File: config.mk
export PLATFORM = sky130hd
export DESIGN_NAME = board_scan_controller_flat
export DESIGN_NICKNAME = d
export VERILOG_FILES = /design/src/rtl/board_scan_controller_pkg.sv /design/src/rtl/board_scan_controller_if.sv /design/src/rtl/board_scan_controller_axis_tile_tracker.sv /design/src/rtl/board_scan_controller.sv /design/src/flat_wrapper.sv
export SDC_FILE = /design/constraint.sdc
export NUM_CORES = 1
export LEC_CHECK = 0
export BUFFER_PORTS_ARGS = -buffer_cell sky130_fd_sc_hd__buf_2
export CAP_MARGIN = 25
export CORE_UTILIZATION = 45
export DETAILED_ROUTE_END_ITERATION = 16
export PLACE_DENSITY = 0.66
export SLEW_MARGIN = 20
export SYNTH_ARGS = -nofsm -noshare
export SYNTH_HDL_FRONTEND = slang
export SYNTH_SLANG_ARGS = --single-unit
File: constraint.sdc
create_clock -name clk -period 3.1 [get_ports clk]
set_input_delay 0.31 -clock clk [delete_from_list [all_inputs] [get_ports clk]]
set_output_delay 0.31 -clock clk [all_outputs]
set_load 0.005 [all_outputs]
File: src/rtl/board_scan_controller_pkg.sv
`default_nettype none
// +--------------------------------------------------------------------+
// | board_scan_controller_pkg                                          |
// | Shared constants and helpers for the 4x4 board scan controller.    |
// | Revision: 1.0                                                      |
// +--------------------------------------------------------------------+
package board_scan_controller_pkg;

  localparam int TILE_STATE_W = 4;
  localparam int BOARD_DIM    = 4;
  localparam int BOARD_BITS   = BOARD_DIM * BOARD_DIM * TILE_STATE_W;
  localparam int CNT_W        = 12;

  localparam int TILE       = 106;
  localparam int GAP        = 8;
  localparam int BOARD_X0   = 88;
  localparam int BOARD_Y0   = 8;
  localparam int V_ACTIVE   = 480;
  localparam int RENDER_LAT = 2;
  localparam logic [11:0] BG_COLOR = 12'hBAA;

  typedef logic [CNT_W-1:0] cnt_t;
  typedef logic [TILE_STATE_W-1:0] tile_state_t;

  // Tiles are packed row-major, so the index is simply {row, col}.
  function automatic logic [3:0] tile_index(input logic [1:0] row, input logic [1:0] col);
    return {row, col};
  endfunction

endpackage
`default_nettype wire

File: src/rtl/board_scan_controller_if.sv
`default_nettype none
// +--------------------------------------------------------------------+
// | board_scan_controller_if                                           |
// | Board-image write handshake between game logic and the controller. |
// | Revision: 1.0                                                      |
// +--------------------------------------------------------------------+
interface board_scan_controller_if;
  import board_scan_controller_pkg::*;

  logic                  board_wr_valid;
  logic [BOARD_BITS-1:0] board_wr_data;
  logic                  board_wr_ready;
  logic                  frame_swap;

  modport master (
    output board_wr_valid,
    output board_wr_data,
    input  board_wr_ready,
    input  frame_swap
  );

  modport slave (
    input  board_wr_valid,
    input  board_wr_data,
    output board_wr_ready,
    output frame_swap
  );

endinterface
`default_nettype wire

File: src/rtl/board_scan_controller_axis_tile_tracker.sv
`default_nettype none
// +--------------------------------------------------------------------+
// | axis_tile_tracker                                                  |
// | Tracks tile index and tile-local offset along one raster axis.     |
// | Revision: 1.0                                                      |
// +--------------------------------------------------------------------+
module axis_tile_tracker #(
  parameter int TILE = 106,
  parameter int GAP  = 8
) (
  input  wire logic        clk,
  input  wire logic        rst,
  input  wire logic        en_i,
  input  wire logic [11:0] origin_i,
  input  wire logic [11:0] cnt_i,
  output logic      [11:0] off_o,
  output logic      [1:0]  idx_o,
  output logic             in_range_o
);

  logic [11:0] off_q, off_d;
  logic [1:0]  idx_q, idx_d;
  logic        act_q, act_d;

  always_ff @(posedge clk or negedge rst) begin
    if (!rst) begin
      off_q <= '0;
      idx_q <= '0;
      act_q <= 1'b0;
    end else begin
      off_q <= off_d;
      idx_q <= idx_d;
      act_q <= act_d;
    end
  end

  always_comb begin
    off_d = off_q;
    idx_d = idx_q;
    act_d = act_q;
    if (en_i) begin
      if (cnt_i == origin_i) begin
        off_d = '0;
        idx_d = '0;
        act_d = 1'b1;
      end else if (act_q) begin
        if (off_q == 12'(TILE + GAP - 1)) begin
          off_d = '0;
          idx_d = idx_q + 2'd1;
        end else begin
          off_d = off_q + 12'd1;
        end
        // Last tile finished: stop before the index can wrap back to 0.
        if (idx_q == 2'd3 && off_q == 12'(TILE - 1)) begin
          act_d = 1'b0;
        end
      end
    end
  end

  assign off_o      = off_q;
  assign idx_o      = idx_q;
  assign in_range_o = act_q && (off_q < 12'(TILE));

endmodule
`default_nettype wire

File: src/rtl/board_scan_controller.sv
`default_nettype none
// +--------------------------------------------------------------------+
// | board_scan_controller                                              |
// | Scans a double-buffered 4x4 board onto the raster for one renderer.|
// | Revision: 1.0                                                      |
// +--------------------------------------------------------------------+
module board_scan_controller #(
  parameter int          BOARD_X0   = board_scan_controller_pkg::BOARD_X0,
  parameter int          BOARD_Y0   = board_scan_controller_pkg::BOARD_Y0,
  parameter int          TILE       = board_scan_controller_pkg::TILE,
  parameter int          GAP        = board_scan_controller_pkg::GAP,
  parameter int          V_ACTIVE   = board_scan_controller_pkg::V_ACTIVE,
  parameter int          RENDER_LAT = board_scan_controller_pkg::RENDER_LAT,
  parameter logic [11:0] BG_COLOR   = board_scan_controller_pkg::BG_COLOR
) (
  input  wire logic               clk,
  input  wire logic               rst,
  input  wire logic [11:0]        h_cnt,
  input  wire logic [11:0]        v_cnt,
  board_scan_controller_if.slave  wr,
  output logic      [3:0]         tile_state,
  output logic      [11:0]        tile_h_cnt,
  output logic      [11:0]        tile_v_cnt,
  input  wire logic [11:0]        tile_pix,
  output logic      [11:0]        vga_data
);
  import board_scan_controller_pkg::*;

  logic [BOARD_BITS-1:0] disp_q, pend_buf_q;
  logic                  pending_q;
  logic [11:0]           hx, vy;
  logic [1:0]            col, row;
  logic                  h_in, v_in;
  logic                  vblank_tick;
  logic                  in_tile_d, in_tile_q;
  logic [3:0]            tile_state_d, tile_state_q;
  logic [11:0]           tile_h_d, tile_h_q, tile_v_d, tile_v_q;
  logic [RENDER_LAT-1:0] dly_q;
  logic [11:0]           vga_d, vga_q;

  assign vblank_tick = (v_cnt == 12'(V_ACTIVE)) && (h_cnt == 12'd0);

  axis_tile_tracker #(.TILE(TILE), .GAP(GAP)) u_h_track (
    .clk(clk), .rst(rst), .en_i(1'b1), .origin_i(12'(BOARD_X0)), .cnt_i(h_cnt),
    .off_o(hx), .idx_o(col), .in_range_o(h_in)
  );

  axis_tile_tracker #(.TILE(TILE), .GAP(GAP)) u_v_track (
    .clk(clk), .rst(rst), .en_i(h_cnt == 12'd0), .origin_i(12'(BOARD_Y0)), .cnt_i(v_cnt),
    .off_o(vy), .idx_o(row), .in_range_o(v_in)
  );

  assign wr.board_wr_ready = !pending_q;
  assign wr.frame_swap     = vblank_tick && pending_q;

  // Displayed image only changes at the vblank tick, so a frame never tears.
  always_ff @(posedge clk or negedge rst) begin
    if (!rst) begin
      disp_q     <= '0;
      pend_buf_q <= '0;
      pending_q  <= 1'b0;
    end else if (vblank_tick && pending_q) begin
      disp_q    <= pend_buf_q;
      pending_q <= 1'b0;
    end else if (wr.board_wr_valid && !pending_q) begin
      pend_buf_q <= wr.board_wr_data;
      pending_q  <= 1'b1;
    end
  end

  always_comb begin
    in_tile_d    = h_in && v_in;
    tile_state_d = '0;
    tile_h_d     = '0;
    tile_v_d     = '0;
    if (in_tile_d) begin
      tile_state_d = disp_q[{tile_index(row, col), 2'b00} +: TILE_STATE_W];
      tile_h_d     = hx;
      tile_v_d     = vy;
    end
  end

  always_comb begin
    vga_d = dly_q[RENDER_LAT-1] ? tile_pix : BG_COLOR;
    if (v_cnt >= 12'(V_ACTIVE)) begin
      vga_d = '0;
    end
  end

  always_ff @(posedge clk or negedge rst) begin
    if (!rst) begin
      in_tile_q    <= 1'b0;
      tile_state_q <= '0;
      tile_h_q     <= '0;
      tile_v_q     <= '0;
      dly_q        <= '0;
      vga_q        <= '0;
    end else begin
      in_tile_q    <= in_tile_d;
      tile_state_q <= tile_state_d;
      tile_h_q     <= tile_h_d;
      tile_v_q     <= tile_v_d;
      dly_q        <= RENDER_LAT'({dly_q, in_tile_q});
      vga_q        <= vga_d;
    end
  end

  assign tile_state = tile_state_q;
  assign tile_h_cnt = tile_h_q;
  assign tile_v_cnt = tile_v_q;
  assign vga_data   = vga_q;

endmodule
`default_nettype wire

File: src/flat_wrapper.sv
// flat-port wrapper written by rule: the top's interface ports become plain ports
module board_scan_controller_flat import board_scan_controller_pkg::*;
#(
  parameter int          BOARD_X0   = board_scan_controller_pkg::BOARD_X0,
  parameter int          BOARD_Y0   = board_scan_controller_pkg::BOARD_Y0,
  parameter int          TILE       = board_scan_controller_pkg::TILE,
  parameter int          GAP        = board_scan_controller_pkg::GAP,
  parameter int          V_ACTIVE   = board_scan_controller_pkg::V_ACTIVE,
  parameter int          RENDER_LAT = board_scan_controller_pkg::RENDER_LAT,
  parameter logic [11:0] BG_COLOR   = board_scan_controller_pkg::BG_COLOR
)
  (clk, rst, h_cnt, v_cnt, tile_state, tile_h_cnt, tile_v_cnt, tile_pix, vga_data, wr_board_wr_valid, wr_board_wr_data, wr_board_wr_ready, wr_frame_swap);
  board_scan_controller_if wr_i ();
  input  wire logic clk;
  input  wire logic rst;
  input  wire logic [11:0] h_cnt;
  input  wire logic [11:0] v_cnt;
  output logic      [3:0] tile_state;
  output logic      [11:0] tile_h_cnt;
  output logic      [11:0] tile_v_cnt;
  input  wire logic [11:0] tile_pix;
  output logic      [11:0] vga_data;
  input wire logic [$bits(wr_i.board_wr_valid)-1:0] wr_board_wr_valid;
  input wire logic [$bits(wr_i.board_wr_data)-1:0] wr_board_wr_data;
  output wire logic [$bits(wr_i.board_wr_ready)-1:0] wr_board_wr_ready;
  output wire logic [$bits(wr_i.frame_swap)-1:0] wr_frame_swap;
  assign wr_i.board_wr_valid = wr_board_wr_valid;
  assign wr_i.board_wr_data = wr_board_wr_data;
  assign wr_board_wr_ready = wr_i.board_wr_ready;
  assign wr_frame_swap = wr_i.frame_swap;
  board_scan_controller #(.BOARD_X0(BOARD_X0), .BOARD_Y0(BOARD_Y0), .TILE(TILE), .GAP(GAP), .V_ACTIVE(V_ACTIVE), .RENDER_LAT(RENDER_LAT), .BG_COLOR(BG_COLOR)) u_core (.clk(clk), .rst(rst), .h_cnt(h_cnt), .v_cnt(v_cnt), .wr(wr_i), .tile_state(tile_state), .tile_h_cnt(tile_h_cnt), .tile_v_cnt(tile_v_cnt), .tile_pix(tile_pix), .vga_data(vga_data));
endmodule
======== Yosys cells after proc, flatten, opt, wreduce, memory -nomap -nowiden ========
Index checks and enable logic that the tools add are counted.
cells by class
  add/subtract/negate cells ............... 4
  multiply operators ...................... 0
  div/mod/pow operators ................... 0
  magnitude comparators ................... 3
  equal/unequal tests ..................... 9
  shift operators ......................... 1
  mux-type cells .......................... 25
  bitwise operators ....................... 1
  reductions and logical operators ........ 19
operators by type and width
  kind                                                                number
  2-to-1 mux 12 bit                                                   10
  variable part select 64 x 7 -> 4 bit                                1
  == test 12 x 7 -> 1 bit, second input constant                      5
  adder 12 x 1 -> 12 bit, second input constant                       2
  less-than comparator 12 x 7 -> 1 bit, second input constant         2
  == test 12 x 4 -> 1 bit, second input constant                      1
  == test 12 x 9 -> 1 bit, second input constant                      1
  greater-or-equal comparator 12 x 9 -> 1 bit, second input constant  1
  logical NOT 12 bit                                                  1
  2-to-1 mux 2 bit                                                    6
  nonzero test 2 bit                                                  5
  logical AND 1 bit                                                   8
  2-to-1 mux 1 bit                                                    8
  AND reduction 2 bit                                                 3
  adder 2 x 1 -> 2 bit, second input constant                         2
  == test 2 bit, second input constant                                2
  2-to-1 mux 4 bit                                                    1
  AND reduction 3 bit                                                 1
  logical NOT 1 bit                                                   1
  NOT 1 bit                                                           1
storage, ports and cells
  register bits after elaboration ......... 202
  bits in latches ......................... 0
  bits in writable memories ............... 0
  ROM bits ................................ 0
  input bits .............................. 103
  output and inout port bits .............. 42
  word-level logic and storage cells ...... 77
  memories ................................ 0

======== Depth between registers and ports, before layout ========
Gate-level depths: netlist of run 1.
  depth in word-level cells ............... 5
  gate-level depth with buffers ........... 8
  mapped depth without buffers ............ 7

======== Hierarchy ========
A second synthesis of run 1 with hierarchy kept.
unflattened totals
  cells, all modules ...................... 677
  area total of the unflattened synthesis .. 9180.1 um^2
modules (own cells, without submodules)
  module                 times used  cells an instance  area an instance (um^2)  seq. area each (um^2)
  board_scan_controller  1           433                6945.4                   4304.1
  axis_tile_tracker      2           122                1117.3                   375.4

======== Worst setup path after synthesis of run 1 ========
OpenSTA, ideal clock, no wires.
  kind .................................... input -> register
  from .................................... input port h_cnt[1]
  to ...................................... register u_core.disp_q[25]
  setup time .............................. 0.125 ns
  arrival time ............................ 2.652 ns
  setup slack ............................. 0.323 ns
  stages on the path ...................... 8
  buffers on the path ..................... 3
  path through ............................ or4_1 -> or3_1 -> or2_1 -> buf_2 -> or4_4 -> buf_6 -> buf_6 -> mux2_4
between the ends
  word-level cells in the longest chain between the ends .. 3
ends and longest elaborated chain
  item                  RTL line                     text
  from (decl)           flat_wrapper.sv:16           input wire logic [11:0] h_cnt;
  logical NOT 12 bit    board_scan_controller.sv:41  assign vblank_tick = (v_cnt == 12'(V_ACTIVE)) && (h_cnt == 12'd0);
  logical AND 1 bit     board_scan_controller.sv:41
  logical AND 1 bit     board_scan_controller.sv:62  end else if (vblank_tick && pending_q) begin
  to (signal assigned)  board_scan_controller.sv:63  disp_q <= pend_buf_q;
  to (decl)             board_scan_controller.sv:29  logic [BOARD_BITS-1:0] disp_q, pend_buf_q;
Every way passes these cells.
A chain may end at the register's enable or synchronous reset.

======== Worst setup path in the final report of run 1 ========
  from .................................... input port h_cnt[1]
  to ...................................... output port wr_frame_swap
between the ends
  word-level cells in the longest chain between the ends .. 3
ends and longest elaborated chain
  item                RTL line                     text
  logical NOT 12 bit  board_scan_controller.sv:41
  logical AND 1 bit   board_scan_controller.sv:41
  logical AND 1 bit   board_scan_controller.sv:54  assign wr.frame_swap = vblank_tick && pending_q;
  to (decl)           flat_wrapper.sv:26           output wire logic [$bits(wr_i.frame_swap)-1:0] wr_frame_swap;
Every way passes these cells.

==> results of run 1 <==
## final cells by class
class	count	area, sq um
Clock inverter	8	133
Timing Repair Buffer	156	860
Sequential cell	202	5050
Inverter	16	60.1
Tap cell	234	293
Clock buffer	31	644
Multi-Input combinational cell	363	3320
Fill cell	1496	8280
## power breakdown
group / total, mW / internal (mW) / switching, mW / leakage, nW
Combinational: 0.346 / 0.176 / 0.171 / 2.15
Sequential: 2.89 / 2.77 / 0.119 / 2.65
Clock: 2.73 / 1.70 / 1.03 / 0.385
## metal layers
metal,part of all wire (%),wire length (um),global-route usage (%),vias to the layer above
li1,-,-,-,2468
met1,43,7570,24.2,2691
met2,51,8920,32.5,110
met3,3.6,621,2.55,25
met4,1.8,320,5.15,0
met5,0,0,0,-
## path summary, 6_finish.rpt
kind / from / end / slack [ns] / cells after the start
setup / recovery: h_cnt[1] / wr_frame_swap / 0.11 / 8
hold / removal: wr_board_wr_data[58] / u_core.pend_buf_q[58] / 0.03 / 2
setup reg to reg: u_core.u_v_track.off_o[11] / u_core.u_v_track.idx_o[0] / 0.77 / 5
hold reg to reg: u_core.in_tile_q / u_core.dly_q[0] / 0.35 / 0
max in group asynchronous: rst / u_core.disp_q[10] / 1.77 / 3
min in group asynchronous: rst / u_core.u_h_track.off_o[5] / 0.42 / 2
## per-stage QoR
stage,total power [mW],instances,util (%),setup slack (ns),hold WS (ns)
after global placement,3.27,970,51.4,0.118,0.337
final,5.97,1010,55.6,0.113,0.0330
after CTS,6.05,1010,55.6,0.103,0.0124
after detailed placement,3.29,970,51.4,0.114,0.338
after global routing,6.22,1010,55.6,0.0384,0.0119
after floorplan,3.08,612,-,0.323,0.0144
## cell families (layout without fill, tap and decap cells)
group                      after synthesis  count (layout)  synth area share, %
AOI/OAI and AO/OA                       49              49                 3.85
xor gates and xnor gates                18              18                 1.85
adders and majority gates                6               6                0.879
buffers and inverters                   47             211                 2.55
DFF                                    202             202                 59.2
muxes                                  145             145                 22.9
other                                    1              10               0.0439
and+or+nand+nor                        135             135                 8.79
## Yosys cell counts, drive strengths merged (8+ instances only)
| library cell | n | share of area (%) |
|---|---|---|
| and2 | 19 | 1.4 |
| nor4 | 13 | 0.95 |
| nand2 | 12 | 0.53 |
| xnor2 | 10 | 1.0 |
| dfrtp | 202 | 59 |
| xor2 | 8 | 0.82 |
| inv | 16 | 0.70 |
| buf | 10 | 0.92 |
| nor2 | 34 | 1.5 |
| mux2 | 129 | 19 |
| mux4 | 16 | 4.2 |
| clkbuf | 21 | 0.92 |
| a22oi | 8 | 0.70 |
| a21oi | 13 | 0.76 |
## registers in the layout, indices dropped and copies added (netlist names), 4 cells and up
name,count
u_core.disp_q,64
u_core.pend_buf_q,64
u_core.tile_h_cnt,12
u_core.tile_state,4
u_core.tile_v_cnt,12
u_core.u_h_track.off_o,12
u_core.u_v_track.off_o,12
u_core.vga_data,12
==> flow_results.xml, run 1 <==
<?xml version="1.0" encoding="UTF-8"?>
<metrics>
  <group name="floorplanning">
    <metric name="core-area" unit="sq mm">0.0186</metric>
    <metric name="num_rows" unit="">50</metric>
    <metric name="boundaryPins" unit="">145</metric>
    <metric name="die_area" unit="sq mm">0.0195</metric>
    <metric name="chipHeight" unit="um">140</metric>
    <metric name="fp.dieW" unit="um">140</metric>
    <metric name="initial_utilization" unit="%">45.8</metric>
  </group>
  <group name="place">
    <metric name="portBuffers" unit="">144</metric>
    <metric name="placed_cell_area" unit="sq mm">0.00958</metric>
    <metric name="dp.final_hpwl" unit="mm">11.9</metric>
    <metric name="place.gp.congestion" unit="">0.862</metric>
  </group>
  <group name="clock_tree">
    <metric name="cts-root-buf" unit="">sky130_fd_sc_hd__clkbuf_16</metric>
    <metric name="clk_pin_slew" unit="ns">0.06</metric>
    <metric name="htree_levels" unit="">1</metric>
    <metric name="clock_latency" unit="ns">0.51</metric>
    <metric name="cts-root-to-sink-buffers" unit="">3</metric>
    <metric name="cts_setup_buffers" unit="">0</metric>
    <metric name="cts.repair.resized" unit="">0</metric>
    <metric name="tritoncts_clock_tree" unit="">done</metric>
    <metric name="clock_sinks" unit="">202</metric>
    <metric name="cts_inserted_buffers" unit="">22</metric>
    <metric name="post_cts_hold_buffer_count" unit="">1</metric>
  </group>
  <group name="routing">
    <metric name="initialDrtViolationCount" unit="">273</metric>
    <metric name="viasPerCell" unit="">5.24</metric>
    <metric name="route.vias.total" unit="">5294</metric>
    <metric name="final_antenna_net_count" unit="">0</metric>
    <metric name="drt_pre_antenna_iters" unit="">10</metric>
    <metric name="drcViolationCount" unit="">2</metric>
    <metric name="routed_wl" unit="mm">17.4</metric>
    <metric name="routedWlPerCell" unit="um">17.3</metric>
  </group>
  <group name="cells_and_area">
    <metric name="layout.cells.most_common_list" unit="">sky130_fd_sc_hd__dfrtp_1, sky130_fd_sc_hd__buf_2, sky130_fd_sc_hd__mux2_2</metric>
    <metric name="mostFrequentLayoutCell" unit="">sky130_fd_sc_hd__dfrtp_1</metric>
    <metric name="area_growth" unit="%">21.3</metric>
    <metric name="post_route_cells_drive_above_1_share" unit="%">43.7</metric>
    <metric name="diodes" unit="">0</metric>
    <metric name="postLayoutCellArea" unit="sq mm">0.0104</metric>
    <metric name="number_of_nets_in_the_finished_design" unit="">870</metric>
  </group>
  <group name="grt">
    <metric name="maximum_number_of_pins_on_one_net_before_global_route_repair" unit="">85</metric>
    <metric name="grt_use_total" unit="%">18.6</metric>
    <metric name="grt_antenna_before_repair" unit="">0</metric>
    <metric name="globalRoute.totalOverflow" unit="">0</metric>
    <metric name="number_of_global_route_vias_before_repair" unit="">5708</metric>
    <metric name="first_pass_grt_wire_length" unit="mm">29.1</metric>
  </group>
  <group name="yosys">
    <metric name="dominantRegCellSynth" unit="">sky130_fd_sc_hd__dfrtp_1</metric>
    <metric name="synth_seq_cells" unit="">202</metric>
    <metric name="syn_avg_cell_area" unit="sq um">14.2</metric>
    <metric name="synth-edff-count" unit="">0</metric>
    <metric name="synth-seq-area-share" unit="%">59.2</metric>
    <metric name="async_reset_ff_share" unit="%">100</metric>
    <metric name="yosysWarningCount" unit="">0</metric>
    <metric name="netlist_area" unit="sq mm">0.00854</metric>
    <metric name="syn-instance-count" unit="">603</metric>
    <metric name="ys_types" unit="">47</metric>
  </group>
  <group name="setup_path">
    <metric name="data_required_time_at_the_worst_endpoint" unit="ns">2.79</metric>
    <metric name="critical-path-top-cell-by-count" unit="">sky130_fd_sc_hd__buf_2</metric>
    <metric name="path_cells" unit="">buf_2, or4_1, or3_1, or2_1, or4_4, buf_12, inv_1, buf_2</metric>
    <metric name="path_type_of_the_worst_setup_path" unit="">input pin to primary output</metric>
    <metric name="critical_path.top_delay_family" unit="">simple AND/OR/NAND/NOR gates</metric>
    <metric name="critPathCaptureType" unit="">primary output</metric>
    <metric name="critical_path_peak_fanout" unit="">22</metric>
    <metric name="critPathSlowestCell" unit="">sky130_fd_sc_hd__or4_4</metric>
    <metric name="timing.critical_path.arrival" unit="ns">2.68</metric>
    <metric name="critical_path.max_stage_delay" unit="ns">0.59</metric>
    <metric name="critical_path.startpoint_type" unit="">input pin</metric>
    <metric name="worstPathBufferInverterCount" unit="">4</metric>
  </group>
  <group name="sta">
    <metric name="worst_margin_slew" unit="ns">0.955</metric>
    <metric name="setup_viol" unit="">0</metric>
    <metric name="final-max-slew-violation-count" unit="">0</metric>
    <metric name="period_minus_slack" unit="ns">2.99</metric>
    <metric name="slew_headroom" unit="%">36.3</metric>
    <metric name="rsz_0062_raised_after_global_routing" unit="">false</metric>
    <metric name="final_hold_viol_count" unit="">0</metric>
    <metric name="timing.clock.skew" unit="ns">0.0198</metric>
    <metric name="final_setup_tns" unit="ns">0</metric>
    <metric name="clock.fmax" unit="GHz">0.335</metric>
    <metric name="finalCritPeriodShare" unit="%">96.3</metric>
  </group>
  <group name="power_and_ir_drop">
    <metric name="power_per_cell_area" unit="mW/mm^2">576</metric>
    <metric name="peakVddDrop" unit="uV">401</metric>
    <metric name="leakagePower" unit="nW">5.19</metric>
  </group>
  <group name="worst_hold_path">
    <metric name="hold_path.class" unit="">input pin to flip-flop</metric>
  </group>
  <group name="job">
    <metric name="timing.max_cap.violations" unit="">0</metric>
  </group>
  <group name="status">
    <metric name="outcome" unit="">finished with violations</metric>
    <metric name="failed_checks" unit="">design-rule violations</metric>
  </group>
</metrics>
Power figures use the tool's default switching activity.
==> inputs of run 2 (changes only) <==
Settings changed: REMOVE_ABC_BUFFERS set to 1.
==> flow_results.xml, run 2 (synthesis gave the netlist of run 1 again) <==
<?xml version="1.0" encoding="UTF-8"?>
<metrics>
  <group name="status">
    <metric name="outcome" unit="">finished clean</metric>
  </group>
  <group name="clock_tree">
    <metric name="clock_latency" unit="ns">0.51</metric>
    <metric name="cts-root-to-sink-buffers" unit="">3</metric>
    <metric name="clock_sinks" unit="">202</metric>
    <metric name="cts-root-buf" unit="">sky130_fd_sc_hd__clkbuf_16</metric>
    <metric name="htree_levels" unit="">1</metric>
    <metric name="cts_inserted_buffers" unit="">22</metric>
    <metric name="cts.repair.resized" unit="">0</metric>
    <metric name="tritoncts_clock_tree" unit="">done</metric>
    <metric name="clk_pin_slew" unit="ns">0.06</metric>
    <metric name="cts_setup_buffers" unit="">0</metric>
    <metric name="post_cts_hold_buffer_count" unit="">1</metric>
  </group>
  <group name="sta">
    <metric name="timing.clock.skew" unit="ns">0.0193</metric>
    <metric name="setup_viol" unit="">0</metric>
    <metric name="post-route-worst-setup-slack" unit="ns">0.196</metric>
    <metric name="final_hold_viol_count" unit="">0</metric>
    <metric name="rsz_0062_raised_after_global_routing" unit="">false</metric>
    <metric name="slew_headroom" unit="%">33.3</metric>
    <metric name="clock.fmax" unit="GHz">0.344</metric>
    <metric name="period_minus_slack" unit="ns">2.90</metric>
    <metric name="finalCritPeriodShare" unit="%">93.7</metric>
    <metric name="worst_margin_slew" unit="ns">1.00</metric>
    <metric name="final-max-slew-violation-count" unit="">0</metric>
  </group>
  <group name="setup_path">
    <metric name="register_to_register_path_setup_slack" unit="ns">0.76</metric>
    <metric name="critical_path_peak_fanout" unit="">25</metric>
    <metric name="timing.critical_path.arrival" unit="ns">2.59</metric>
    <metric name="critical_path.top_delay_family" unit="">simple AND/OR/NAND/NOR gates</metric>
    <metric name="critical-path-top-cell-by-count" unit="">sky130_fd_sc_hd__buf_2</metric>
    <metric name="path_depth" unit="">8</metric>
    <metric name="critical_path.startpoint_type" unit="">input pin</metric>
    <metric name="data_required_time_at_the_worst_endpoint" unit="ns">2.79</metric>
    <metric name="worstPathBufferInverterCount" unit="">4</metric>
    <metric name="critPathSlowestCell" unit="">sky130_fd_sc_hd__or4_4</metric>
    <metric name="rr_endpoint" unit="">u_core.u_v_track.idx_o[0]</metric>
    <metric name="critPathCaptureType" unit="">primary output</metric>
    <metric name="path_cells" unit="">buf_2, or4_1, or3_1, or2_1, or4_4, buf_12, inv_1, buf_2</metric>
    <metric name="setup.worst_path.start" unit="">h_cnt[1]</metric>
    <metric name="worst_setup_path_endpoint" unit="">wr_frame_swap</metric>
    <metric name="rr_worst_depth" unit="">5</metric>
    <metric name="critical_path.max_stage_delay" unit="ns">0.59</metric>
    <metric name="path_type_of_the_worst_setup_path" unit="">input pin to primary output</metric>
    <metric name="crit-reg2reg-launch" unit="">u_core.u_v_track.off_o[10]</metric>
  </group>
  <group name="place">
    <metric name="dp.final_hpwl" unit="mm">12.0</metric>
    <metric name="portBuffers" unit="">144</metric>
    <metric name="place.gp.congestion" unit="">0.822</metric>
    <metric name="worst_case_setup_slack_after_placement" unit="ns">0.197</metric>
  </group>
  <group name="cells_and_area">
    <metric name="mostFrequentLayoutCell" unit="">sky130_fd_sc_hd__dfrtp_1</metric>
    <metric name="number_of_nets_in_the_finished_design" unit="">874</metric>
    <metric name="biggestRegsByFlops" unit="">u_core.disp_q: 64 flops, u_core.pend_buf_q: 64 flops</metric>
    <metric name="layout.cells.most_common_list" unit="">sky130_fd_sc_hd__dfrtp_1, sky130_fd_sc_hd__buf_2, sky130_fd_sc_hd__mux2_2</metric>
    <metric name="multiInputGateArea" unit="sq mm">0.00332</metric>
    <metric name="diodes" unit="">0</metric>
    <metric name="post_route_cells_drive_above_1_share" unit="%">43.8</metric>
    <metric name="nFillCells" unit="">1524</metric>
    <metric name="area_growth" unit="%">21.3</metric>
    <metric name="area.sequential" unit="sq mm">0.00505</metric>
  </group>
  <group name="power_and_ir_drop">
    <metric name="power_per_cell_area" unit="mW/mm^2">562</metric>
    <metric name="power_frac_comb" unit="%">5.8</metric>
    <metric name="cellInternalPower" unit="mW">4.54</metric>
    <metric name="total_power" unit="mW">5.83</metric>
    <metric name="clock_power_share" unit="%">44.6</metric>
    <metric name="pwr-share-seq" unit="%">49.6</metric>
    <metric name="p_sw_share" unit="%">22.1</metric>
    <metric name="total_switching_power" unit="mW">1.29</metric>
    <metric name="leakagePower" unit="nW">5.19</metric>
    <metric name="peakVddDrop" unit="uV">499</metric>
  </group>
  <group name="floorplanning">
    <metric name="core-area" unit="sq mm">0.0186</metric>
    <metric name="num_rows" unit="">50</metric>
    <metric name="fp.dieW" unit="um">140</metric>
    <metric name="die_area" unit="sq mm">0.0195</metric>
    <metric name="initial_utilization" unit="%">45.8</metric>
    <metric name="boundaryPins" unit="">145</metric>
    <metric name="chipHeight" unit="um">140</metric>
  </group>
  <group name="routing">
    <metric name="viasPerCell" unit="">5.26</metric>
    <metric name="routed_wl" unit="mm">17.2</metric>
    <metric name="route.vias.total" unit="">5333</metric>
    <metric name="drcViolationCount" unit="">0</metric>
    <metric name="drt_pre_antenna_iters" unit="">4</metric>
    <metric name="initialDrtViolationCount" unit="">321</metric>
    <metric name="final_antenna_net_count" unit="">0</metric>
    <metric name="routedWlPerCell" unit="um">16.9</metric>
  </group>
  <group name="grt">
    <metric name="grt_use_total" unit="%">18.6</metric>
    <metric name="maximum_number_of_pins_on_one_net_before_global_route_repair" unit="">83</metric>
    <metric name="grt_antenna_before_repair" unit="">0</metric>
    <metric name="globalRoute.totalOverflow" unit="">0</metric>
    <metric name="first_pass_grt_wire_length" unit="mm">29.3</metric>
    <metric name="number_of_global_route_vias_before_repair" unit="">5708</metric>
  </group>
  <group name="job">
    <metric name="timing.max_cap.violations" unit="">0</metric>
  </group>
  <group name="worst_hold_path">
    <metric name="hold_path.class" unit="">input pin to flip-flop</metric>
  </group>
</metrics>
-- run 2: power groups by stage --
| stage | clock [mW] | combinational [mW] | sequential (mW) |
|---|---|---|---|
| 6_report | 2.60 | 0.339 | 2.89 |
| 5_1_grt | 2.78 | 0.390 | 2.91 |
| 4_1_cts | 2.67 | 0.346 | 2.89 |
| 3_5_place_dp | 0 | 0.343 | 2.94 |
| 3_3_place_gp | 0 | 0.330 | 2.93 |
| 2_1_floorplan | 0 | 0.176 | 2.89 |
-- run 2: stage by stage --
stage | cell area (sq um) | setup TNS [ns] | util [%] | std cells | hold slack [ns]
2_1_floorplan | 8420 | -46.87 | - | 581 | 0.0144
3_3_place_gp | 9620 | 0 | 51.6 | 974 | 0.338
3_5_place_dp | 9620 | 0 | 51.6 | 974 | 0.336
4_1_cts | 10400 | 0 | 55.6 | 1014 | 0.0142
5_1_grt | 10400 | 0 | 55.6 | 1014 | 0.0195
6_report | 10400 | 0 | 55.6 | 1014 | 0.0327
-- run 2: layout make-up --
type	instances	area share, %
multi-input cells	363	32.0
clock buffers	31	6.12
clock inverters	8	0.978
flip-flops and latches	202	48.8
well taps	234	2.82
inverters	16	0.579
repair buffers	160	8.70
-- run 2: worst min path at each step --
stage,start,to,slack (ns),depth (start not counted)
global route,wr_board_wr_data[30],u_core.pend_buf_q[30],0.02,2
detailed placement,u_core.dly_q[0],u_core.dly_q[1],0.34,0
floorplan,rst,u_core.disp_q[0],0.01,0
CTS,wr_board_wr_data[11],u_core.pend_buf_q[11],0.01,2
global placement,u_core.dly_q[0],u_core.dly_q[1],0.34,0
finish,wr_board_wr_valid,u_core.pending_q,0.03,2
-- run 2: worst reg2reg max path, stage by stage, from the launching register on --
cell                      delay (ns)
sky130_fd_sc_hd__dfrtp_1        0.39
sky130_fd_sc_hd__or4_1          0.58
sky130_fd_sc_hd__nor4_1         0.53
sky130_fd_sc_hd__a21oi_1        0.21
sky130_fd_sc_hd__nor2_1         0.17
sky130_fd_sc_hd__mux2_2         0.35
-- run 2: routing by layer --
layer	GRT usage [%]	routed length [um]	up-vias
li1	-	-	2479
met1	25.1	7700	2664
met2	31.5	8300	160
met3	2.79	757	30
met4	4.74	394	0
met5	0	0	-
==> inputs of run 3 (changes only) <==
Settings changed: CORE_MARGIN set to 3, SETUP_SLACK_MARGIN set to 0.3.
==> flow_results.xml, run 3 (synthesis gave the netlist of run 1 again) <==
<?xml version="1.0" encoding="UTF-8"?>
<metrics>
  <group name="grt">
    <metric name="first_pass_grt_wire_length" unit="mm">28.1</metric>
    <metric name="maximum_number_of_pins_on_one_net_before_global_route_repair" unit="">92</metric>
    <metric name="grt_antenna_before_repair" unit="">0</metric>
    <metric name="grt_use_total" unit="%">16.9</metric>
    <metric name="number_of_global_route_vias_before_repair" unit="">5413</metric>
    <metric name="globalRoute.totalOverflow" unit="">0</metric>
  </group>
  <group name="cells_and_area">
    <metric name="biggestRegsByFlops" unit="">u_core.disp_q: 64 flops, u_core.pend_buf_q: 64 flops</metric>
    <metric name="number_of_nets_in_the_finished_design" unit="">886</metric>
    <metric name="fin_util" unit="%">57.5</metric>
    <metric name="mostFrequentLayoutCell" unit="">sky130_fd_sc_hd__dfrtp_1</metric>
    <metric name="layout.cells.most_common_list" unit="">sky130_fd_sc_hd__dfrtp_1, sky130_fd_sc_hd__buf_2, sky130_fd_sc_hd__mux2_2</metric>
    <metric name="post_route_cells_drive_above_1_share" unit="%">45.5</metric>
    <metric name="area_growth" unit="%">23.4</metric>
    <metric name="nFillCells" unit="">1438</metric>
    <metric name="stdcell_count" unit="">1021</metric>
    <metric name="diodes" unit="">0</metric>
  </group>
  <group name="setup_path">
    <metric name="critical_path_peak_fanout" unit="">5</metric>
    <metric name="rr_endpoint" unit="">u_core.u_v_track.idx_o[0]</metric>
    <metric name="critical_path.startpoint_type" unit="">input pin</metric>
    <metric name="critPathSlowestCell" unit="">sky130_fd_sc_hd__or4_4</metric>
    <metric name="path_cells" unit="">buf_6, or4_4, or3_4, or2_4, or4_4, buf_12, clkinv_4, buf_6</metric>
    <metric name="timing.critical_path.arrival" unit="ns">2.45</metric>
    <metric name="path_type_of_the_worst_setup_path" unit="">input pin to primary output</metric>
    <metric name="rr_worst_depth" unit="">5</metric>
    <metric name="data_required_time_at_the_worst_endpoint" unit="ns">2.79</metric>
    <metric name="crit-reg2reg-launch" unit="">u_core.u_v_track.off_o[11]</metric>
    <metric name="critical_path.max_stage_delay" unit="ns">0.55</metric>
    <metric name="critPathCaptureType" unit="">primary output</metric>
    <metric name="register_to_register_path_setup_slack" unit="ns">0.80</metric>
    <metric name="setup.worst_path.start" unit="">h_cnt[10]</metric>
  </group>
  <group name="routing">
    <metric name="drt_pre_antenna_iters" unit="">4</metric>
    <metric name="routedWlPerCell" unit="um">17.0</metric>
    <metric name="route.vias.total" unit="">5296</metric>
    <metric name="final_antenna_net_count" unit="">0</metric>
    <metric name="viasPerCell" unit="">5.19</metric>
    <metric name="routed_wl" unit="mm">17.3</metric>
    <metric name="drcViolationCount" unit="">0</metric>
    <metric name="initialDrtViolationCount" unit="">216</metric>
  </group>
  <group name="place">
    <metric name="place.gp.congestion" unit="">0.814</metric>
    <metric name="portBuffers" unit="">144</metric>
    <metric name="dp.final_hpwl" unit="mm">11.9</metric>
    <metric name="place.detailed.instances" unit="">968</metric>
  </group>
  <group name="sta">
    <metric name="whs" unit="ns">0.0479</metric>
    <metric name="period_minus_slack" unit="ns">2.76</metric>
    <metric name="finalCritPeriodShare" unit="%">88.9</metric>
    <metric name="final-max-slew-violation-count" unit="">0</metric>
    <metric name="timing.clock.skew" unit="ns">0.00555</metric>
    <metric name="rsz_0062_raised_after_global_routing" unit="">false</metric>
    <metric name="slew_headroom" unit="%">37.0</metric>
    <metric name="clock.fmax" unit="GHz">0.363</metric>
    <metric name="final_setup_tns" unit="ns">0</metric>
    <metric name="worst_margin_slew" unit="ns">0.932</metric>
    <metric name="setup_viol" unit="">0</metric>
    <metric name="final_hold_viol_count" unit="">0</metric>
  </group>
  <group name="clock_tree">
    <metric name="cts-root-buf" unit="">sky130_fd_sc_hd__clkbuf_16</metric>
    <metric name="tritoncts_clock_tree" unit="">done</metric>
    <metric name="cts_inserted_buffers" unit="">22</metric>
    <metric name="htree_levels" unit="">1</metric>
    <metric name="cts-root-to-sink-buffers" unit="">3</metric>
    <metric name="clock_latency" unit="ns">0.49</metric>
    <metric name="clk_pin_slew" unit="ns">0.06</metric>
    <metric name="clock_sinks" unit="">202</metric>
  </group>
  <group name="worst_hold_path">
    <metric name="end_point_of_the_worst_hold_path" unit="">u_core.pend_buf_q[12]</metric>
    <metric name="hold_path.class" unit="">input pin to flip-flop</metric>
    <metric name="hp-start" unit="">wr_board_wr_data[12]</metric>
    <metric name="worst_hold_stages" unit="">2</metric>
  </group>
  <group name="floorplanning">
    <metric name="num_rows" unit="">49</metric>
    <metric name="initial_utilization" unit="%">46.6</metric>
    <metric name="chipHeight" unit="um">144</metric>
    <metric name="core-area" unit="sq mm">0.0183</metric>
    <metric name="fp.dieW" unit="um">144</metric>
    <metric name="boundaryPins" unit="">145</metric>
    <metric name="die_area" unit="sq mm">0.0207</metric>
  </group>
  <group name="power_and_ir_drop">
    <metric name="total_power" unit="mW">5.93</metric>
    <metric name="peakVddDrop" unit="uV">407</metric>
    <metric name="leakagePower" unit="nW">5.29</metric>
    <metric name="power_per_cell_area" unit="mW/mm^2">562</metric>
  </group>
  <group name="job">
    <metric name="timing.max_cap.violations" unit="">0</metric>
  </group>
  <group name="status">
    <metric name="outcome" unit="">finished clean</metric>
  </group>
</metrics>
-- run 3: changes by cell type in the layout (fill, tap and decap cells not counted), sizes merged --
| cell | delta |
|---|---|
| clkbuf | +4 |
| bufbuf | +1 |
| buf | +10 |
| inv | -1 |
| clkinv | -2 |
-- run 3: final cells by class --
type	instances	area (sq um)	share of cell area (%)
clock inverter	5	75.1	0.712
timing repair buffer	172	1030	9.81
inverter	16	65.1	0.617
tap	229	287	2.72
clock buffer	34	697	6.61
multi-input combinational	363	3330	31.6
sequential	202	5050	47.9
-- run 3: how the worst max path moves through the flow --
| stage | slack [ns] | end | depth (start not counted) |
|---|---|---|---|
| finish | 0.34 | wr_frame_swap | 8 |
| global route | 0.31 | wr_frame_swap | 8 |
| CTS | 0.31 | wr_frame_swap | 8 |
| detailed placement | 0.20 | u_core.disp_q[32] | 7 |
| global placement | 0.19 | wr_frame_swap | 8 |
| floorplan | -0.73 | u_core.pend_buf_q[0] | 2 |
-- run 3: per-stage QoR --
step	cell area, sq um	worst slack [ns]
global route	10500	0.306
detailed placement	9590	0.202
CTS	10400	0.309
global placement	9590	0.188
floorplan	8420	-0.732
finish	10500	0.344
-- run 3: per-layer routing --
layer | track usage [%] | part of all wire [%] | up-vias
li1 | - | - | 2503
met1 | 24.3 | 45 | 2605
met2 | 26.8 | 46 | 163
met3 | 3.13 | 6.1 | 25
met4 | 3.96 | 2.1 | 0
met5 | 0 | 0 | -
-- run 3: worst max-delay path: cells and delay by family --
family	cells	cell delay, ns
buffers and inverters	4	0.37
AND/OR/NAND/NOR	4	1.76
-- run 3: report_power, final --
part / internal, mW / total, mW / switching [mW]
Sequential: 2.77 / 2.89 / 0.120
Clock: 1.70 / 2.70 / 0.992
Combinational: 0.177 / 0.343 / 0.165
-- run 3: what timing repair did --
item	in CTS	in global routing
hold buffers	1	0
pin swaps	1	4
setup buffers	0	11
resized for setup	1	8
endpoints found under the setup margin	1	1
hold endpoints to repair	88	0
cloned	1	1
